File: config.mk
export PLATFORM = sky130hd
export DESIGN_NAME = load_hazard_scoreboard
export DESIGN_NICKNAME = d
export VERILOG_FILES = /design/src/rtl/load_hazard_scoreboard.sv
export SDC_FILE = /design/constraint.sdc
export NUM_CORES = 1
export LEC_CHECK = 0
export ABC_AREA = 1
export CORE_MARGIN = 5
export CORE_UTILIZATION = 40
export DETAILED_ROUTE_END_ITERATION = 8
export SLEW_MARGIN = 20
export SYNTH_ARGS = -nofsm -noshare
export SYNTH_HDL_FRONTEND = slang
export SYNTH_SLANG_ARGS = --single-unit
File: constraint.sdc
create_clock -name clk -period 1.9 [get_ports clk]
set_clock_uncertainty 0.2 [all_clocks]
set_input_delay 0.285 -clock clk [delete_from_list [all_inputs] [get_ports clk]]
set_output_delay 0.285 -clock clk [all_outputs]
set_load 0.05 [all_outputs]
File: src/rtl/load_hazard_scoreboard.sv
// Decode-stage load/use hazard scoreboard: per-register countdown of cycles until a
// result is obtainable, producing decode stalls, bubble injection and a stall counter.
module load_hazard_scoreboard #(
  parameter int unsigned NREG         = 16,
  parameter int unsigned NSRC         = 3,
  parameter int unsigned LOAD_LATENCY = 2,
  parameter int unsigned ALU_LATENCY  = 0,
  parameter int unsigned FWD_EN       = 1,
  parameter int unsigned PIPE_DEPTH   = 3,
  localparam int unsigned RW          = $clog2(NREG),
  localparam int unsigned CW          = $clog2(PIPE_DEPTH + LOAD_LATENCY + ALU_LATENCY + 1)
) (
  input  logic                     clk,
  input  logic                     rst,
  input  logic                     dec_valid,
  input  logic [NSRC-1:0]          dec_src_valid,
  input  logic [NSRC-1:0][RW-1:0]  dec_src,
  input  logic                     dec_dst_valid,
  input  logic [RW-1:0]            dec_dst,
  input  logic                     dec_is_load,
  input  logic                     flush,
  output logic                     stall_pc,
  output logic [NSRC-1:0]          stall_src_mask,
  output logic                     stall_phase,
  output logic [NREG-1:0]          busy_mask,
  output logic [31:0]              stall_cycles
);

  // Without forwarding, consumers wait for register-file writeback.
  localparam int unsigned LAT_LOAD = (FWD_EN != 0) ? LOAD_LATENCY : PIPE_DEPTH + LOAD_LATENCY;
  localparam int unsigned LAT_ALU  = (FWD_EN != 0) ? ALU_LATENCY  : PIPE_DEPTH;

  logic [NREG-1:0][CW-1:0] cnt_q, cnt_d;
  logic [NREG-1:0]         busy_q, busy_d;
  logic                    stall_phase_q, stall_phase_d;
  logic [31:0]             stall_cycles_q, stall_cycles_d;
  logic                    issue;
  logic [CW-1:0]           lat;

  // Hazard detection against pre-update counters.
  always_comb begin
    stall_src_mask = '0;
    for (int i = 0; i < int'(NSRC); i++) begin
      stall_src_mask[i] = dec_valid & dec_src_valid[i] & ~flush & (cnt_q[dec_src[i]] != '0);
    end
    stall_pc = |stall_src_mask;
    issue    = dec_valid & ~stall_pc & ~flush;
    lat      = dec_is_load ? CW'(LAT_LOAD) : CW'(LAT_ALU);
  end

  // Counter update: flush clears, else count down, then a newer issue overrides its destination.
  always_comb begin
    cnt_d = cnt_q;
    if (flush) begin
      cnt_d = '0;
    end else begin
      for (int r = 0; r < int'(NREG); r++) begin
        if (cnt_q[r] != '0) cnt_d[r] = cnt_q[r] - CW'(1);
      end
      if (issue && dec_dst_valid) cnt_d[dec_dst] = lat;
    end
    busy_d = '0;
    for (int r = 0; r < int'(NREG); r++) begin
      busy_d[r] = (cnt_d[r] != '0);
    end
    stall_phase_d  = stall_pc;
    stall_cycles_d = stall_cycles_q;
    if (stall_pc && (stall_cycles_q != 32'hFFFF_FFFF)) stall_cycles_d = stall_cycles_q + 32'd1;
  end

  always_ff @(posedge clk) begin
    if (rst) begin
      cnt_q          <= '0;
      busy_q         <= '0;
      stall_phase_q  <= 1'b0;
      stall_cycles_q <= '0;
    end else begin
      cnt_q          <= cnt_d;
      busy_q         <= busy_d;
      stall_phase_q  <= stall_phase_d;
      stall_cycles_q <= stall_cycles_d;
    end
  end

  assign busy_mask    = busy_q;
  assign stall_phase  = stall_phase_q;
  assign stall_cycles = stall_cycles_q;

endmodule

### Word level (Yosys, flattened, before mapping)

Index checks and enable logic that the tools add are counted.
Widths: inputs -> output; s select.

| operators by class | value |
|---|---|
| add/sub/neg operators | 17 |
| $lt $le $gt $ge | 5 |
| equality and inequality tests | 1 |
| mux-type cells | 44 |
| bitwise operators | 13 |
| reductions and logical operators | 39 |

Operator list:

| cell | number |
|---|---|
| $mux 3 | 36 |
| $reduce_bool 3->1 | 35 |
| $mux 48 | 2 |
| $bwmux 48 | 1 |
| $sub 3x1->3 const B | 16 |
| $bmux 3 s4 | 3 |
| $add 32x1->32 const B | 1 |
| $ne 32x32->1 const B | 1 |
| $lt 4x5->1 const B | 4 |
| $demux 3 s4 | 1 |
| $and 1x1->1 | 11 |
| $ge 4x1->1 const B | 1 |
| $logic_and 1x1->1 | 3 |
| $reduce_or 3->1 | 1 |
| $mux 2 | 1 |
| $not 1->1 | 2 |

| storage, ports and cells | value |
|---|---|
| bits in registers | 97 |
| input port bits | 25 |
| output and inout port bits | 53 |
| word-level logic and storage cells | 138 |

### Depth between registers and ports, before layout

Gate-level depths: netlist of the first run.

| logic depth | value |
|---|---|
| depth in word-level cells | 12 |
| depth in mapped cells | 15 |
| gate-level depth less buffers | 14 |

### Worst setup path after synthesis of the first run

Ideal clock, no wire load.

| path | value |
|---|---|
| kind | reg-to-reg |
| start point | register stall_cycles_q[1], in the netlist stall_cycles[1] |
| end point | register stall_cycles_q[2], in the netlist stall_cycles[2] |
| library setup time | 0.070 ns |
| data arrival time | 2.156 ns |
| required time | 1.630 ns |
| path slack | -0.527 ns |
| cell stages (with the launch flop) | 13 |
| buffers on the path | 1 |
| clock period less this slack | 2.427 ns |
| cells stage by stage | dfxtp_1 ha_1 nand2_2 inv_2 nand3_2 inv_2 nand3_1 nor4_2 nand4_2 nand2_2 buf_6 nand2_1 a21oi_1 |

| between the ends | value |
|---|---|
| longest elaborated chain between the ends | 2 |
| elaborated cells between the ends (all ways) | 3 |
| classes of those cells | 1 x add/sub; 1 x eq/ne; 1 x reduce/logical |

Ends and longest elaborated chain:

| what | RTL line | text |
|---|---|---|
| from (decl) | 36 | `logic [31:0] stall_cycles_q, stall_cycles_d;` |
| from (signal assigned) | 81 | `stall_cycles_q <= stall_cycles_d;` |
| parallel branches: the longest is 2 deep, another holds $add 32x1->32 | -- |  |

Parallel ways; which one is timed is not known.
A chain may end at the register's enable or synchronous reset.

### Final worst setup path of the first run

| path | value |
|---|---|
| start point | register cnt_q[15] in the netlist's numbering |
| end point | register busy_q[3], in the netlist busy_mask[3] |

| between the ends | value |
|---|---|
| longest elaborated chain between the ends | 12 |
| elaborated cells between the ends (all ways) | 20 |
| classes of those cells | 8 x mux; 6 x bitwise; 6 x reduce/logical |

Ends and longest elaborated chain:

| what | RTL line | text |
|---|---|---|
| from (decl) | 33 | `logic [NREG-1:0][CW-1:0] cnt_q, cnt_d;` |
| from (signal assigned) | 78 | `cnt_q <= cnt_d;` |
| $bmux 3 s4 | 44 | `stall_src_mask[i] = dec_valid & dec_src_valid[i] & ~flush & (cnt_q[dec_src[i]] != '0);` |
| $mux 3 (implied by the code) | 44 |  |
| $reduce_bool 3->1 | 44 |  |
| $and 1x1->1 | 44 |  |
| $reduce_or 3->1 (*) | 46 | `stall_pc = \|stall_src_mask;` |
| $not 1->1 (*) | 47 | `issue = dec_valid & ~stall_pc & ~flush;` |
| $and 1x1->1 (*) (2 in a row) | 47 |  |
| $logic_and 1x1->1 (*) | 60 | `if (issue && dec_dst_valid) cnt_d[dec_dst] = lat;` |
| $mux 48 (*) | 60 |  |
| $mux 48 (*) | 54 | `if (flush) begin` |
| $reduce_bool 3->1 (*) | 64 | `busy_d[r] = (cnt_d[r] != '0);` |
| to (signal assigned) | 79 | `busy_q <= busy_d;` |
| to (decl) | 34 | `logic [NREG-1:0] busy_q, busy_d;` |

Every way passes the cells marked *; elsewhere a longest branch is shown, timed or not. The select of a mux whose other input is x is not followed.

==> flow_metrics.py, run 1 <==
metrics = {
    "clock_network": {
        "cts.htree.levels": 3,
        "cts-buffers-inserted": 9,
        "cts.root.buffer_cell": "clkbuf_16",
        "cts_tree": "built",
        "cts_buffer_depth": 2,
        "insertion_delay_ns": 0.35,
        "cts.sinks": 97,
        "path_clk_slew_ns": 0.07,
    },
    "setup_path": {
        "crit_slowest_cell": "dfxtp_2",
        "crit_buf_inv": 3,
        "worstPathCellList": "nor2_4 > nand3_2 > nand2_1 > nand2_1 > nand3_2 > nand3_2 > nand3_4 > buf_6 > nand3_4 > buf_6 > nor2_4 > clkbuf_16 > nand2_1 > nand3_2 > nand2_1",
        "max_stage_delay_ns": 0.34,
        "path_class": "reg2reg",
        "cp.required_ns": 1.95,
        "crit_fanout": 6,
        "cp_top_family": "simple AND/OR/NAND/NOR gates",
        "start_kind": "flop",
        "crit_arrival_ns": 2.33,
        "endpoint_kind": "flop",
    },
    "synthesis": {
        "synth_top_family_by_area": "simple AND/OR/NAND/NOR gates",
        "yosysSeqAreaShare_pct": 29.5,
        "synth_compound_area_share_pct": 7.76,
        "synth-xor-area-share_pct": 6.12,
        "synth.area.mux_share_pct": 0,
        "synthSimpleGateAreaFrac_pct": 38.9,
        "synth_area_um2": 6580,
        "syn_inst": 1046,
        "synth_fp_nets": 1104,
        "syn_area_per_cell_um2": 6.29,
        "ys_warn_count": 0,
        "synthAdderAreaFrac_pct": 6.27,
        "synth-seq-cells": 97,
        "ys_types": 29,
    },
    "floorplan": {
        "core_um2": 16000,
        "num_io_pins": 78,
        "initial_core_util_pct": 41.1,
        "die_w_um": 138,
        "rows": 46,
        "die_h_um": 138,
        "die_area_um2": 19100,
    },
    "timing": {
        "slew_headroom_pct": 75.5,
        "layout_setup_ws_ns": -0.380,
        "setup_violations": 101,
        "hold_ws_ns": 0.296,
        "clock.fmax_mhz": 439,
        "rsz0062_at_grt": "yes",
        "fin_crit_ns": 2.28,
        "slew_violations": 0,
        "hold_violations": 0,
        "worst_pin_slew_ns": 0.364,
        "period_share_pct": 120,
    },
    "drt": {
        "drc": 0,
        "vias_per_cell": 4.99,
        "totalWireLength_um": 21600,
        "vias": 7368,
        "drt-pass1-iter-count": 5,
        "drtIter0Drc": 453,
        "wire_per_inst_um": 14.7,
        "ant_nets": 0,
    },
    "power_and_ir_drop": {
        "max-vdd-ir-drop_mv": 0.424,
        "p_leak_uw": 0.00448,
        "powerDensity_nw_per_um2": 634,
    },
    "final_layout": {
        "fillerInstances": 1482,
        "nNetsFinal": 1312,
        "synthToLayoutAreaGrowth_pct": 50.4,
        "fin_area_um2": 9900,
        "layout_common_cells": "194 x nand2_1, 173 x buf_4, 137 x inv_1, 105 x nor2_1, 88 x nand3_1",
        "final_cell_count_no_fill": 1476,
        "utilization_pct": 61.8,
        "final_common_cell": "nand2_1",
        "drive_gt1_share_pct": 34.3,
    },
    "placement": {
        "dp_cells": 1444,
        "gp_congestion": 0.937,
        "pre_cts_slack_ns": -0.653,
        "hpwl_um": 15700,
        "place_area_um2": 8550,
        "io_buffer_count": 77,
    },
    "outcome": {
        "violations": "negative setup slack",
        "outcome": "finished, violations left",
    },
    "global_route": {
        "antenna_found_initial": 1,
        "grt_max_degree": 31,
        "grt_pass1_vias": 6684,
        "overflow": 0,
        "grt_pass1_wl_um": 33200,
        "grt.total_usage_pct": 21.1,
    },
    "worst_hold_path": {
        "hp-class": "reg2reg",
    },
    "run": {
        "drv_cap": 0,
    },
}
==> report_power, final <==
group,internal [uW],total (uW),switching [uW]
sequential,2150,2220,74.7
clock,1420,2250,836
combinational,719,1800,1080
total,4280,6270,1990
==> state kept, by name, indices dropped and copies added (netlist names) <==
register / flops
cnt_q: 48
stall_cycles: 32
stall_phase: 1
busy_mask: 16
==> metrics by stage <==
| step | setup TNS [ns] | total power, uW |
|---|---|---|
| 2_1_floorplan | -4.31 | 3250 |
| 3_3_place_gp | -63.34 | 3780 |
| 3_5_place_dp | -61.49 | 3790 |
| 4_1_cts | -15.89 | 6140 |
| 5_1_grt | -36.94 | 6560 |
| 6_report | -26.18 | 6270 |
==> synth_stat cells <==
library cell  instances  area [um^2]
inv_2                 7         26.3
buf_6                 3         33.8
nand3b_1              1         7.51
nor2_4                2         22.5
inv_1               147          552
nand3_2               5         50.1
buf_2                 6         30.0
clkinv_1              1         3.75
nor4_2                1         12.5
nand2_2               2         12.5
buf_4                 7         52.6
dfxtp_1              97         1940
o21ai_1               4         20.0
nor3_1               44          220
nand4_2               1         12.5
nand3_1             119          596
a21oi_1              32          160
ha_1                 33          413
nand4_1              10         62.6
nand2_1             237          890
nor2_1              137          514
o21ai_0              66          330
clkbuf_1             13         48.8
xor2_1               23          201
nor4_1                7         43.8
nand3_4               1         17.5
buf_1                 1         3.75
or2_2                16          100
xnor2_1              23          201
==> area by class of cell <==
| type | count | area, um^2 | area share (%) |
|---|---|---|---|
| flip-flops and latches | 97 | 2000 | 20.2 |
| multi-input cells | 764 | 4570 | 46.2 |
| clock buffers | 10 | 229 | 2.31 |
| well taps | 216 | 270 | 2.73 |
| inverters | 155 | 596 | 6.02 |
| clock inverters | 6 | 130 | 1.31 |
| repair buffers | 227 | 2100 | 21.2 |
| diodes | 1 | 2.50 | 0.0253 |
==> kinds of logic (layout without fill, tap and decap cells) <==
family                     Yosys count  count (layout)
AOI/OAI and AO/OA                  102             102
xor gates and xnor gates            46              46
adders and majority gates           33              33
buffers and inverters              185             398
DFF                                 97              97
other                                0               1
and+or+nand+nor                    583             583
==> final timing paths <==
kind | startpoint | to | slack (ns) | cells past startpoint
worst min register to register | stall_cycles[8] | stall_cycles[8] | 0.30 | 2
worst max-delay path | cnt_q[15] | busy_mask[3] | -0.38 | 15
worst max register to register | cnt_q[15] | busy_mask[3] | -0.38 | 15
worst min-delay path | stall_cycles[8] | stall_cycles[8] | 0.30 | 2
==> layer usage <==
| layer | global-route usage [%] | routed length, um | up-vias | share of wire (%) |
|---|---|---|---|---|
| met1 | 26.4 | 9070 | 3363 | 42 |
| met2 | 35.7 | 10400 | 210 | 48 |
| met5 | 0 | 0 | - | 0 |
| met3 | 4.34 | 1350 | 49 | 6.2 |
| met4 | 8.06 | 819 | 0 | 3.8 |
| li1 | - | - | 3746 | - |
==> repair_timing <==
item | CTS | global route
hold buffers | 0 | 0
gates resized for setup | 77 | 147
pin swaps | 22 | 28
setup buffers | 5 | 5
cloned | 3 | 3
setup endpoints to repair | 101 | 101
==> worst register-to-register path, delay by kind of cell (launching register included) <==
| family | cells | cell delay [ns] |
|---|---|---|
| buf+inv | 3 | 0.46 |
| simple gates | 12 | 1.17 |
| flops | 1 | 0.34 |
Note: power is estimated with default switching activity, not from simulation.
==> run 2, diff against run 1 <==
--- a/config.mk
+++ b/config.mk
@@ -7,8 +7,9 @@
 export LEC_CHECK = 0
 export ABC_AREA = 1
 export CORE_MARGIN = 5
-export CORE_UTILIZATION = 40
+export CORE_UTILIZATION = 48
 export DETAILED_ROUTE_END_ITERATION = 8
+export PLACE_DENSITY = 0.73
 export SLEW_MARGIN = 20
 export SYNTH_ARGS = -nofsm -noshare
 export SYNTH_HDL_FRONTEND = slang
==> run 2 against run 1 <==
Compared with the run above: the flow still finishes with violations (negative setup slack); die area shrank 16%; core utilization grew 16 points; non-clock buffer count grew 6; sequential power is essentially flat; clock power shrank 16%; largest cell class unchanged; sequential share of layout area shrank 0.72 points; global-route usage grew 6.8 points.
==> flow_metrics.py, run 2 (synthesized netlist as in run 1, its figures left out) <==
metrics = {
    "final_layout": {
        "final_common_cell": "nand2_1",
        "diodes": 0,
        "fillerInstances": 848,
        "utilization_pct": 78.1,
        "largest_reg_flops": 48,
        "final_cell_count_no_fill": 1441,
        "nNetsFinal": 1318,
        "layout_common_cells": "177 x nand2_1, 166 x buf_4, 132 x inv_1, 103 x nor2_1, 64 x nand3_2",
        "synthToLayoutAreaGrowth_pct": 58.5,
        "top_register": "cnt_q",
        "drive_gt1_share_pct": 42.8,
    },
    "global_route": {
        "grt_pass1_vias": 7512,
        "grt_pass1_wl_um": 36500,
        "antenna_found_initial": 0,
        "overflow": 0,
        "grt_max_degree": 46,
        "grt.total_usage_pct": 27.9,
    },
    "setup_path": {
        "crit_slowest_cell": "dfxtp_1",
        "reg2reg_slack_ns": -0.51,
        "start_kind": "flop",
        "worstPathCellList": "nand2_1 > nand3_1 > a21oi_1 > nand2_1 > nand2_1 > nand2_2 > nand3_4 > nand3_4 > buf_4 > buf_8 > nand2_8 > buf_12 > buf_16 > nand2_4 > a21oi_2",
        "reg2reg_depth": 15,
        "max_stage_delay_ns": 0.37,
        "cp_common_cell": "nand2_1",
        "worstReg2RegStart": "cnt_q[27]",
        "crit_fanout": 5,
        "worstSetupStartpoint": "cnt_q[27]",
        "endpoint_kind": "flop",
        "cp.required_ns": 1.99,
        "r2r_end": "stall_cycles[23]",
        "crit_arrival_ns": 2.50,
        "path_class": "reg2reg",
    },
    "floorplan": {
        "die_area_um2": 16200,
        "die_w_um": 127,
        "num_io_pins": 78,
        "initial_core_util_pct": 49.3,
        "die_h_um": 127,
        "rows": 42,
        "core_um2": 13300,
    },
    "placement": {
        "gp_congestion": 0.940,
        "hpwl_um": 15100,
        "dp_cells": 1399,
        "io_buffer_count": 77,
    },
    "timing": {
        "hold_ws_ns": 0.299,
        "slew_headroom_pct": 61.7,
        "clock.fmax_mhz": 415,
        "setup_violations": 101,
        "period_share_pct": 127,
        "worst_pin_slew_ns": 0.569,
        "layout_setup_ws_ns": -0.509,
        "rsz0062_at_grt": "yes",
        "slew_violations": 0,
        "hold_violations": 0,
        "fin_crit_ns": 2.41,
    },
    "power_and_ir_drop": {
        "powerDensity_nw_per_um2": 584,
        "max-vdd-ir-drop_mv": 0.433,
        "combPwrFrac_pct": 32.3,
        "p_int_uw": 3950,
        "seqPwrFrac_pct": 36.7,
        "p_sw_uw": 2140,
        "p_clk_share_pct": 31.0,
        "p_leak_uw": 0.00465,
        "swShare_pct": 35.2,
    },
    "clock_network": {
        "cts.sinks": 97,
        "path_clk_slew_ns": 0.07,
        "insertion_delay_ns": 0.36,
        "cts_hold_buf": 0,
        "cts_tree": "built",
        "cts-buffers-inserted": 9,
        "cts.htree.levels": 3,
        "cts.root.buffer_cell": "clkbuf_16",
        "cts_buffer_depth": 2,
    },
    "worst_hold_path": {
        "hold_depth": 2,
        "hp-start": "stall_cycles[8]",
        "worstHoldEndpoint": "stall_cycles[8]",
        "hp-class": "reg2reg",
    },
    "drt": {
        "drtIter0Drc": 941,
        "drc": 0,
        "drt-pass1-iter-count": 9,
        "wire_per_inst_um": 18.1,
        "ant_nets": 0,
        "vias": 8281,
        "totalWireLength_um": 26100,
        "vias_per_cell": 5.75,
    },
    "run": {
        "drv_cap": 0,
    },
    "outcome": {
        "outcome": "finished, violations left",
        "violations": "negative setup slack",
    },
}
run 2: final cells by class:
cell class | instances | area [um^2] | area share (%)
multi-input cells | 764 | 5020 | 48.1
repair buffers | 233 | 2260 | 21.7
flip-flops and latches | 97 | 2030 | 19.5
inverters | 155 | 601 | 5.76
clock buffers | 12 | 278 | 2.66
well taps | 176 | 220 | 2.11
clock inverters | 4 | 23.8 | 0.228
run 2: stage by stage:
step	TNS [ns]	total power (uW)	area, um^2	worst slack (ns)
detailed placement	-63.60	3790	8470	-0.704
global placement	-63.53	3770	8470	-0.693
CTS	-19.95	5880	9770	-0.325
global route	-46.62	6350	10400	-0.538
finish	-42.66	6100	10400	-0.509
floorplan	-4.31	3250	6680	-0.153
run 2: worst max path at each step:
stage / to / cells after the start
6_report: stall_cycles[23] / 15
5_1_grt: stall_cycles[23] / 15
4_1_cts: stall_pc / 10
3_5_place_dp: busy_mask[1] / 15
3_3_place_gp: busy_mask[9] / 15
2_1_floorplan: busy_mask[8] / 14
run 2: layer usage:
layer | up-vias | part of all wire, % | routed length [um] | global-route usage (%)
met5 | - | 0 | 0 | 0
met4 | 0 | 6.2 | 1610 | 12.1
met3 | 173 | 9.5 | 2480 | 4.34
met2 | 535 | 48 | 12400 | 47.1
met1 | 3824 | 37 | 9560 | 35.3
li1 | 3749 | - | - | -
run 2: timing repair:
| action | in CTS | in global routing |
|---|---|---|
| endpoints found under the setup margin | 101 | 101 |
| pin swaps | 45 | 74 |
| setup buffers | 18 | 8 |
| gates resized for setup | 212 | 187 |
| gates cloned | 10 | 2 |
run 2: power groups by stage:
| stage | combinational [uW] | sequential, uW | clock [uW] |
|---|---|---|---|
| detailed placement | 1540 | 2250 | 0 |
| floorplan | 813 | 2440 | 0 |
| CTS | 1760 | 2230 | 1890 |
| finish | 1970 | 2240 | 1890 |
| global route | 2110 | 2250 | 1990 |
| global placement | 1520 | 2250 | 0 |
run 2: worst max-delay path: cells and delay by family, from the launching register on:
kind	cells	cell delay, ns
simple gates	9	0.85
compound gates	2	0.35
buf+inv	4	0.57
flops	1	0.37
==> run 3, diff against run 2 <==
--- a/config.mk
+++ b/config.mk
@@ -6,6 +6,7 @@
 export NUM_CORES = 1
 export LEC_CHECK = 0
 export ABC_AREA = 1
+export CAP_MARGIN = 5
 export CORE_MARGIN = 5
 export CORE_UTILIZATION = 48
 export DETAILED_ROUTE_END_ITERATION = 8
==> results of run 3 <==
Final layout, timing and power as in run 2 (identical DEF).
